--- src/rtl/audio_agc_out.sv ---
// Receiver audio conditioning: DC blocker, boxcar decimator, power-of-two gain, 12-bit saturation.
// Define AUDIO_AGC_EN to build the per-frame automatic gain control; otherwise gain is fixed at GAIN_INIT.
module audio_agc_out #(
    parameter int unsigned DEC       = 5,
    parameter int unsigned DC_SHIFT  = 10,
    parameter int unsigned FRAME_LEN = 256,
    parameter int unsigned GAIN_INIT = 4,
    parameter int unsigned PEAK_HI   = 1800,
    parameter int unsigned PEAK_LO   = 512
) (
    input  logic        clk_125k,
    input  logic        RST,
    input  logic [31:0] din,
    input  logic        din_valid,
    output logic [11:0] dout,
    output logic        dout_valid,
    output logic        clip,
    output logic [3:0]  gain,
    output logic        frame_done
);

    localparam int unsigned X_W   = 16;
    localparam int unsigned Y_W   = 17;
    localparam int unsigned ACC_W = X_W + DC_SHIFT + 1;
    localparam int unsigned SUM_W = 21;
    localparam int unsigned S_W   = 36;
    localparam int unsigned V_W   = S_W - 8;
    localparam int unsigned CNT_W = $clog2(DEC);

    logic signed [X_W-1:0]   x;
    logic signed [Y_W-1:0]   dc_fb;
    logic signed [Y_W-1:0]   y_new;
    logic signed [SUM_W-1:0] sum_y;
    logic signed [S_W-1:0]   s;
    logic                    sat_hi;
    logic                    sat_lo;
    logic [3:0]              gain_cur;
    logic                    unused_lsb;

    logic signed [ACC_W-1:0] dc_acc_q, dc_acc_d;
    logic signed [Y_W-1:0]   y_q, y_d;
    logic                    y_vld_q, y_vld_d;
    logic [CNT_W-1:0]        dcnt_q, dcnt_d;
    logic signed [SUM_W-1:0] sum_q, sum_d;
    logic signed [SUM_W-1:0] dec_q, dec_d;
    logic                    dec_vld_q, dec_vld_d;
    logic signed [V_W-1:0]   v_q, v_d;
    logic                    v_vld_q, v_vld_d;
    logic [11:0]             dout_q, dout_d;
    logic                    dout_valid_q, dout_valid_d;
    logic                    clip_q, clip_d;

    assign x          = $signed(din[31:16]);
    assign unused_lsb = ^din[15:0];
    assign dc_fb      = Y_W'(dc_acc_q >>> DC_SHIFT);
    assign y_new      = Y_W'(x) - dc_fb;
    assign sum_y      = sum_q + SUM_W'(y_q);
    assign s          = S_W'(dec_q) <<< gain_cur;
    assign sat_hi     = v_q > V_W'(2047);
    assign sat_lo     = v_q < V_W'(-2048);

    // Datapath next-state: DC blocker, decimator, scaler, saturator
    always_comb begin
        dc_acc_d     = dc_acc_q;
        y_d          = y_q;
        y_vld_d      = din_valid;
        dcnt_d       = dcnt_q;
        sum_d        = sum_q;
        dec_d        = dec_q;
        dec_vld_d    = 1'b0;
        v_d          = v_q;
        v_vld_d      = dec_vld_q;
        dout_d       = dout_q;
        dout_valid_d = v_vld_q;
        clip_d       = 1'b0;

        if (din_valid) begin
            y_d      = y_new;
            dc_acc_d = dc_acc_q + ACC_W'(y_new);
        end

        if (y_vld_q) begin
            if (dcnt_q == CNT_W'(DEC - 1)) begin
                dec_d     = sum_y;
                sum_d     = '0;
                dcnt_d    = '0;
                dec_vld_d = 1'b1;
            end else begin
                sum_d  = sum_y;
                dcnt_d = dcnt_q + CNT_W'(1);
            end
        end

        if (dec_vld_q) begin
            v_d = V_W'(s >>> 8);
        end

        if (v_vld_q) begin
            clip_d = sat_hi | sat_lo;
            if (sat_hi) begin
                dout_d = 12'h7FF;
            end else if (sat_lo) begin
                dout_d = 12'h800;
            end else begin
                dout_d = v_q[11:0];
            end
        end
    end

    always_ff @(posedge clk_125k) begin
        if (RST) begin
            dc_acc_q     <= '0;
            y_q          <= '0;
            y_vld_q      <= 1'b0;
            dcnt_q       <= '0;
            sum_q        <= '0;
            dec_q        <= '0;
            dec_vld_q    <= 1'b0;
            v_q          <= '0;
            v_vld_q      <= 1'b0;
            dout_q       <= '0;
            dout_valid_q <= 1'b0;
            clip_q       <= 1'b0;
        end else begin
            dc_acc_q     <= dc_acc_d;
            y_q          <= y_d;
            y_vld_q      <= y_vld_d;
            dcnt_q       <= dcnt_d;
            sum_q        <= sum_d;
            dec_q        <= dec_d;
            dec_vld_q    <= dec_vld_d;
            v_q          <= v_d;
            v_vld_q      <= v_vld_d;
            dout_q       <= dout_d;
            dout_valid_q <= dout_valid_d;
            clip_q       <= clip_d;
        end
    end

    assign dout       = dout_q;
    assign dout_valid = dout_valid_q;
    assign clip       = clip_q;

`ifdef AUDIO_AGC_EN
    localparam int unsigned PK_W   = 20;
    localparam int unsigned PK_MAX = (1 << PK_W) - 1;
    localparam int unsigned FCNT_W = $clog2(FRAME_LEN + 1);

    logic [V_W-1:0]    v_abs;
    logic [PK_W-1:0]   pk_sample;
    logic [3:0]        gain_q, gain_d;
    logic              frame_done_q, frame_done_d;
    logic [PK_W-1:0]   peak_q, peak_d;
    logic              clip_seen_q, clip_seen_d;
    logic [FCNT_W-1:0] fcnt_q, fcnt_d;

    // Magnitude of the unsaturated sample; -2^27 wraps to 2^27 when read unsigned
    assign v_abs     = v_q[V_W-1] ? V_W'(-v_q) : V_W'(v_q);
    assign pk_sample = (v_abs > V_W'(PK_MAX)) ? PK_W'(PK_MAX) : v_abs[PK_W-1:0];

    // Frame statistics; fcnt == FRAME_LEN marks the update cycle after the last strobe
    always_comb begin
        gain_d       = gain_q;
        frame_done_d = 1'b0;
        peak_d       = peak_q;
        clip_seen_d  = clip_seen_q;
        fcnt_d       = fcnt_q;

        if (fcnt_q == FCNT_W'(FRAME_LEN)) begin
            frame_done_d = 1'b1;
            peak_d       = '0;
            clip_seen_d  = 1'b0;
            fcnt_d       = '0;
            if (clip_seen_q || (peak_q >= PK_W'(PEAK_HI))) begin
                if (gain_q != 4'd0) begin
                    gain_d = gain_q - 4'd1;
                end
            end else if (peak_q < PK_W'(PEAK_LO)) begin
                if (gain_q != 4'd15) begin
                    gain_d = gain_q + 4'd1;
                end
            end
        end else if (v_vld_q) begin
            fcnt_d      = fcnt_q + FCNT_W'(1);
            clip_seen_d = clip_seen_q | sat_hi | sat_lo;
            if (pk_sample > peak_q) begin
                peak_d = pk_sample;
            end
        end
    end

    always_ff @(posedge clk_125k) begin
        if (RST) begin
            gain_q       <= 4'(GAIN_INIT);
            frame_done_q <= 1'b0;
            peak_q       <= '0;
            clip_seen_q  <= 1'b0;
            fcnt_q       <= '0;
        end else begin
            gain_q       <= gain_d;
            frame_done_q <= frame_done_d;
            peak_q       <= peak_d;
            clip_seen_q  <= clip_seen_d;
            fcnt_q       <= fcnt_d;
        end
    end

    assign gain_cur   = gain_q;
    assign frame_done = frame_done_q;
`else
    logic unused_cfg;

    assign unused_cfg = ^{32'(FRAME_LEN), 32'(PEAK_HI), 32'(PEAK_LO)};
    assign gain_cur   = 4'(GAIN_INIT);
    assign frame_done = 1'b0;
`endif

    assign gain = gain_cur;

endmodule

--- config.mk ---
export PLATFORM = sky130hd
export DESIGN_NAME = audio_agc_out
export DESIGN_NICKNAME = d
export VERILOG_FILES = /design/src/rtl/audio_agc_out.sv
export SDC_FILE = /design/constraint.sdc
export NUM_CORES = 1
export LEC_CHECK = 0
export CAP_MARGIN = 10
export CORE_UTILIZATION = 50
export CTS_BUF_LIST = sky130_fd_sc_hd__clkbuf_8
export DETAILED_ROUTE_END_ITERATION = 8
export PLACE_DENSITY_LB_ADDON = 0.1
export SLEW_MARGIN = 20
export SYNTH_ARGS = -nofsm -noshare
export SYNTH_HDL_FRONTEND = slang
export SYNTH_SLANG_ARGS = --single-unit
--- constraint.sdc ---
create_clock -name clk_125k -period 5.4 [get_ports clk_125k]
set_clock_uncertainty 0.1 [all_clocks]
set_input_delay 0.81 -clock clk_125k [delete_from_list [all_inputs] [get_ports clk_125k]]
set_output_delay 0.81 -clock clk_125k [all_outputs]
set_load 0.03 [all_outputs]
==> qor.json <==
{
  "route.antenna.remaining_nets": {"value": 0},
  "placed_cells_incl_taps": {"value": 1100},
  "final_area": {"value": 8578, "unit": "sq um"},
  "initial_utilization": {"value": 0.5197},
  "post_drt_wl_per_cell": {"value": 15.60, "unit": "microns"},
  "finalHoldWorstSlack": {"value": 0.3662, "unit": "ns"},
  "p_total": {"value": 4.809, "unit": "mW"},
  "timing.hold.worst.class": {"value": "reg -> reg"},
  "firstDrtPassIters": {"value": 7},
  "cap_violations": {"value": 0},
  "synth_common_cells": {"value": "sky130_fd_sc_hd__dfxtp_1 (119), sky130_fd_sc_hd__nor2_1 (93), sky130_fd_sc_hd__a21oi_1 (83)"},
  "cp_max_fo": {"value": 8},
  "detailed_place.area": {"value": 8128, "unit": "sq um"},
  "tritoncts": {"value": "yes"},
  "failed_checks": {"value": "DRC"},
  "portBuffers": {"value": 32},
  "core_region_area": {"value": 14700, "unit": "sq um"},
  "clock.fmax": {"value": 0.1996, "unit": "GHz"},
  "grt_overflow_total": {"value": 0},
  "net_count_final": {"value": 1040},
  "worst-endpoint-arrival": {"value": 5.20, "unit": "ns"},
  "status": {"value": "finished with violations"},
  "grt_use_total": {"value": 0.2355},
  "drt_iter0_markers": {"value": 352},
  "grt_pass1_wl": {"value": 30.25, "unit": "mm"},
  "synth.largest_area_cell": {"value": "sky130_fd_sc_hd__dfxtp_1"},
  "floorplan.io_pins": {"value": 54},
  "chipHeight": {"value": 125.6, "unit": "microns"},
  "postLayoutCoreUtil": {"value": 0.5836},
  "grt_max_degree": {"value": 57},
  "post_drt_via_cell_ratio": {"value": 5.835},
  "synth_cells": {"value": 907},
  "slew_headroom": {"value": 0.3542},
  "root_buffer": {"value": "sky130_fd_sc_hd__clkbuf_8"},
  "finalMaxSlewViolations": {"value": 0},
  "final.min_clock_period": {"value": 5.010, "unit": "ns"},
  "clk_pin_slew": {"value": 0.07, "unit": "ns"},
  "power-per-cell-area": {"value": 560.6, "unit": "nW/um^2"},
  "yosysWarnings": {"value": 0},
  "synth_top_cell_area_share": {"value": 0.3118},
  "power.leakage": {"value": 3.470, "unit": "nW"},
  "clkLatencyLatePin": {"value": 0.44, "unit": "ns"},
  "seq_total_area_yosys": {"value": 0.3118},
  "irDropWorstVdd": {"value": 0.3943, "unit": "mV"},
  "die-width": {"value": 125.6, "unit": "microns"},
  "ctsHtreeMaxLevel": {"value": 4},
  "synthesis.area": {"value": 7640, "unit": "sq um"},
  "drive_above_1_share": {"value": 0.07068},
  "number_of_different_library_cells_in_the_post_synthesis_netlist": {"value": 69},
  "cts_hold_buffers": {"value": 0},
  "ys_top_cells_by_area": {"value": "sky130_fd_sc_hd__dfxtp_1 (31%), sky130_fd_sc_hd__ha_1 (11%), sky130_fd_sc_hd__a21oi_1 (5.4%), sky130_fd_sc_hd__mux2i_1 (5.2%), sky130_fd_sc_hd__nor2_1 (4.6%)"},
  "cts-root-to-sink-buffers": {"value": 2},
  "hpwl": {"value": 13.21, "unit": "mm"},
  "timing_hold_violations_final": {"value": 0},
  "number_of_synthesized_flops_with_an_enable_pin": {"value": 0},
  "synthToLayoutAreaGrowth": {"value": 12.28, "unit": "%"},
  "synth_most_common_cell": {"value": "sky130_fd_sc_hd__dfxtp_1"},
  "drt-total-wl": {"value": 17.66, "unit": "mm"},
  "critical_path_class": {"value": "in -> reg"},
  "antenna_found_initial": {"value": 0},
  "cp.required": {"value": 5.59, "unit": "ns"},
  "share_of_the_clock_period_used_by_the_worst_path": {"value": 0.9277},
  "antenna_cells": {"value": 0},
  "worst-slew-pin-transition": {"value": 0.9673, "unit": "ns"},
  "vias_in_the_first_global_route": {"value": 6454},
  "rsz0062_at_grt": {"value": "no"},
  "drt_drc_violations_left": {"value": 7},
  "cts_buffers": {"value": 17},
  "synth_top_flop_cell": {"value": "sky130_fd_sc_hd__dfxtp_1"},
  "timing.critical_path.from_type": {"value": "primary input"},
  "fraction_of_registers_with_async_set_reset": {"value": 0},
  "worstSetupEndpointType": {"value": "flip-flop"},
  "report.final.setup_viol": {"value": 0},
  "post_layout_nonfiller_instances": {"value": 1132},
  "synth_seq_cells": {"value": 119},
  "vias": {"value": 6605},
  "design.die.area": {"value": 15780, "unit": "sq um"},
  "cts_num_sinks": {"value": 119},
  "row_count": {"value": 44},
  "gp_congestion": {"value": 0.9212},
  "mean_instance_size_in_the_synthesized_netlist": {"value": 8.423, "unit": "sq um"}
}
timing repair:
item	4_1_cts	5_1_grt
setup buffers	0	0
setup endpoints to repair	0	1
gates resized for setup	0	1
state kept, by name (all words and copies together), names as in the netlist:
signal	flops
dec_q	17
v_q	17
sum_q	21
dcnt_q	3
dout_valid_d	1
clip	1
dec_vld_q	1
y_vld_q	1
dout	12
dout_valid	1
dc_acc_q	27
y_q	17
worst max-delay path, cell delays in order:
cell	delay (ns)
sky130_fd_sc_hd__clkdlybuf4s50_1	0.46
sky130_fd_sc_hd__inv_1	0.04
sky130_fd_sc_hd__ha_1	0.22
sky130_fd_sc_hd__fa_1	0.41
sky130_fd_sc_hd__nor2b_1	0.16
sky130_fd_sc_hd__o31a_1	0.16
sky130_fd_sc_hd__buf_4	0.13
sky130_fd_sc_hd__o21ai_0	0.15
sky130_fd_sc_hd__o21bai_1	0.19
sky130_fd_sc_hd__a21oi_1	0.11
sky130_fd_sc_hd__xnor2_1	0.18
sky130_fd_sc_hd__ha_1	0.44
sky130_fd_sc_hd__and3_1	0.21
sky130_fd_sc_hd__nor2b_1	0.12
sky130_fd_sc_hd__o21ai_0	0.19
sky130_fd_sc_hd__a211o_1	0.37
sky130_fd_sc_hd__a2111oi_1	0.42
sky130_fd_sc_hd__buf_4	0.19
sky130_fd_sc_hd__nand4b_1	0.09
sky130_fd_sc_hd__o311ai_0	0.15
final timing paths:
path | cells past startpoint | startpoint | to | slack (ns)
max | 20 | din[16] | dc_acc_q[26]$_SDFFE_PP0P_ | 0.39
min | 2 | dout[10]$_SDFFE_PP0P_ | dout[10]$_SDFFE_PP0P_ | 0.37
max reg2reg | 17 | dc_acc_q[17]$_SDFFE_PP0P_ | dc_acc_q[26]$_SDFFE_PP0P_ | 0.80
min reg2reg | 2 | dout[10]$_SDFFE_PP0P_ | dout[10]$_SDFFE_PP0P_ | 0.37
routing by layer:
layer / track usage / vias up / wire length (microns)
met5: 0 / - / 0
met4: 0.09971 / 0 / 341
met3: 0.03781 / 28 / 556
met2: 0.4082 / 132 / 8652
met1: 0.2896 / 3086 / 8108
li1: - / 3359 / -
layout by cell type (no fill, tap or decap), types with 5 or more instances in the layout:
master	count
sky130_fd_sc_hd__ha_1	67
sky130_fd_sc_hd__nor3b_1	11
sky130_fd_sc_hd__or3_1	6
sky130_fd_sc_hd__or4_1	6
sky130_fd_sc_hd__nand2b_1	24
sky130_fd_sc_hd__nor2_1	93
sky130_fd_sc_hd__mux2i_1	40
sky130_fd_sc_hd__a211oi_1	18
sky130_fd_sc_hd__nor3_1	11
sky130_fd_sc_hd__a31oi_1	10
sky130_fd_sc_hd__o311ai_0	5
sky130_fd_sc_hd__a21o_1	16
sky130_fd_sc_hd__clkbuf_8	20
sky130_fd_sc_hd__xor2_1	11
sky130_fd_sc_hd__inv_1	48
sky130_fd_sc_hd__o21ai_0	40
sky130_fd_sc_hd__buf_4	19
sky130_fd_sc_hd__nand3_1	23
sky130_fd_sc_hd__and3_1	5
sky130_fd_sc_hd__a21oi_1	83
sky130_fd_sc_hd__nand4_1	10
sky130_fd_sc_hd__a22o_1	19
sky130_fd_sc_hd__a22oi_1	8
sky130_fd_sc_hd__a21boi_0	6
sky130_fd_sc_hd__conb_1	5
sky130_fd_sc_hd__o21a_1	9
sky130_fd_sc_hd__dfxtp_1	119
sky130_fd_sc_hd__nand2_1	42
sky130_fd_sc_hd__xnor2_1	28
sky130_fd_sc_hd__nor2b_1	12
sky130_fd_sc_hd__o21bai_1	13
sky130_fd_sc_hd__clkdlybuf4s50_1	30
sky130_fd_sc_hd__o211ai_1	14
per-stage QoR:
| step | setup slack [ns] | TNS (ns) |
|---|---|---|
| after global routing | 0.07399 | 0 |
| after floorplan | 0.6961 | 0 |
| after global placement | -0.04834 | -0.04834 |
| final | 0.3902 | 0 |
| after detailed placement | -0.1024 | -0.1024 |
| after CTS | 0.3618 | 0 |
report_power, final:
group / internal, mW / total [mW] / switching [mW]
logic: 1.16 / 2.77 / 1.61
registers: 1.02 / 1.12 / 0.108
clock network: 0.539 / 0.912 / 0.373
total: 2.72 / 4.81 / 2.09
area by class of cell:
class	instances	area, sq um
sequential	119	2382
clock buffer	20	275.3
clock inverter	12	173.9
timing repair buffer	51	452.9
inverter	49	183.9
fill	1327	6121
tap	184	230.2
multi-input combinational	697	4880
logic make-up (layout without fill, tap and decap cells):
family / count (synthesis) / in the layout / share of synthesized area
simple gates: 262 / 262 / 0.1715
fa+ha+maj: 70 / 70 / 0.1176
compound gates: 280 / 280 / 0.2476
other cells: 2 / 5 / 0.0009830
mux: 41 / 41 / 0.05388
xor+xnor: 39 / 39 / 0.04471
flops: 119 / 119 / 0.3118
buf+inv: 94 / 132 / 0.05192
Note: power is estimated with default switching activity, not from simulation.
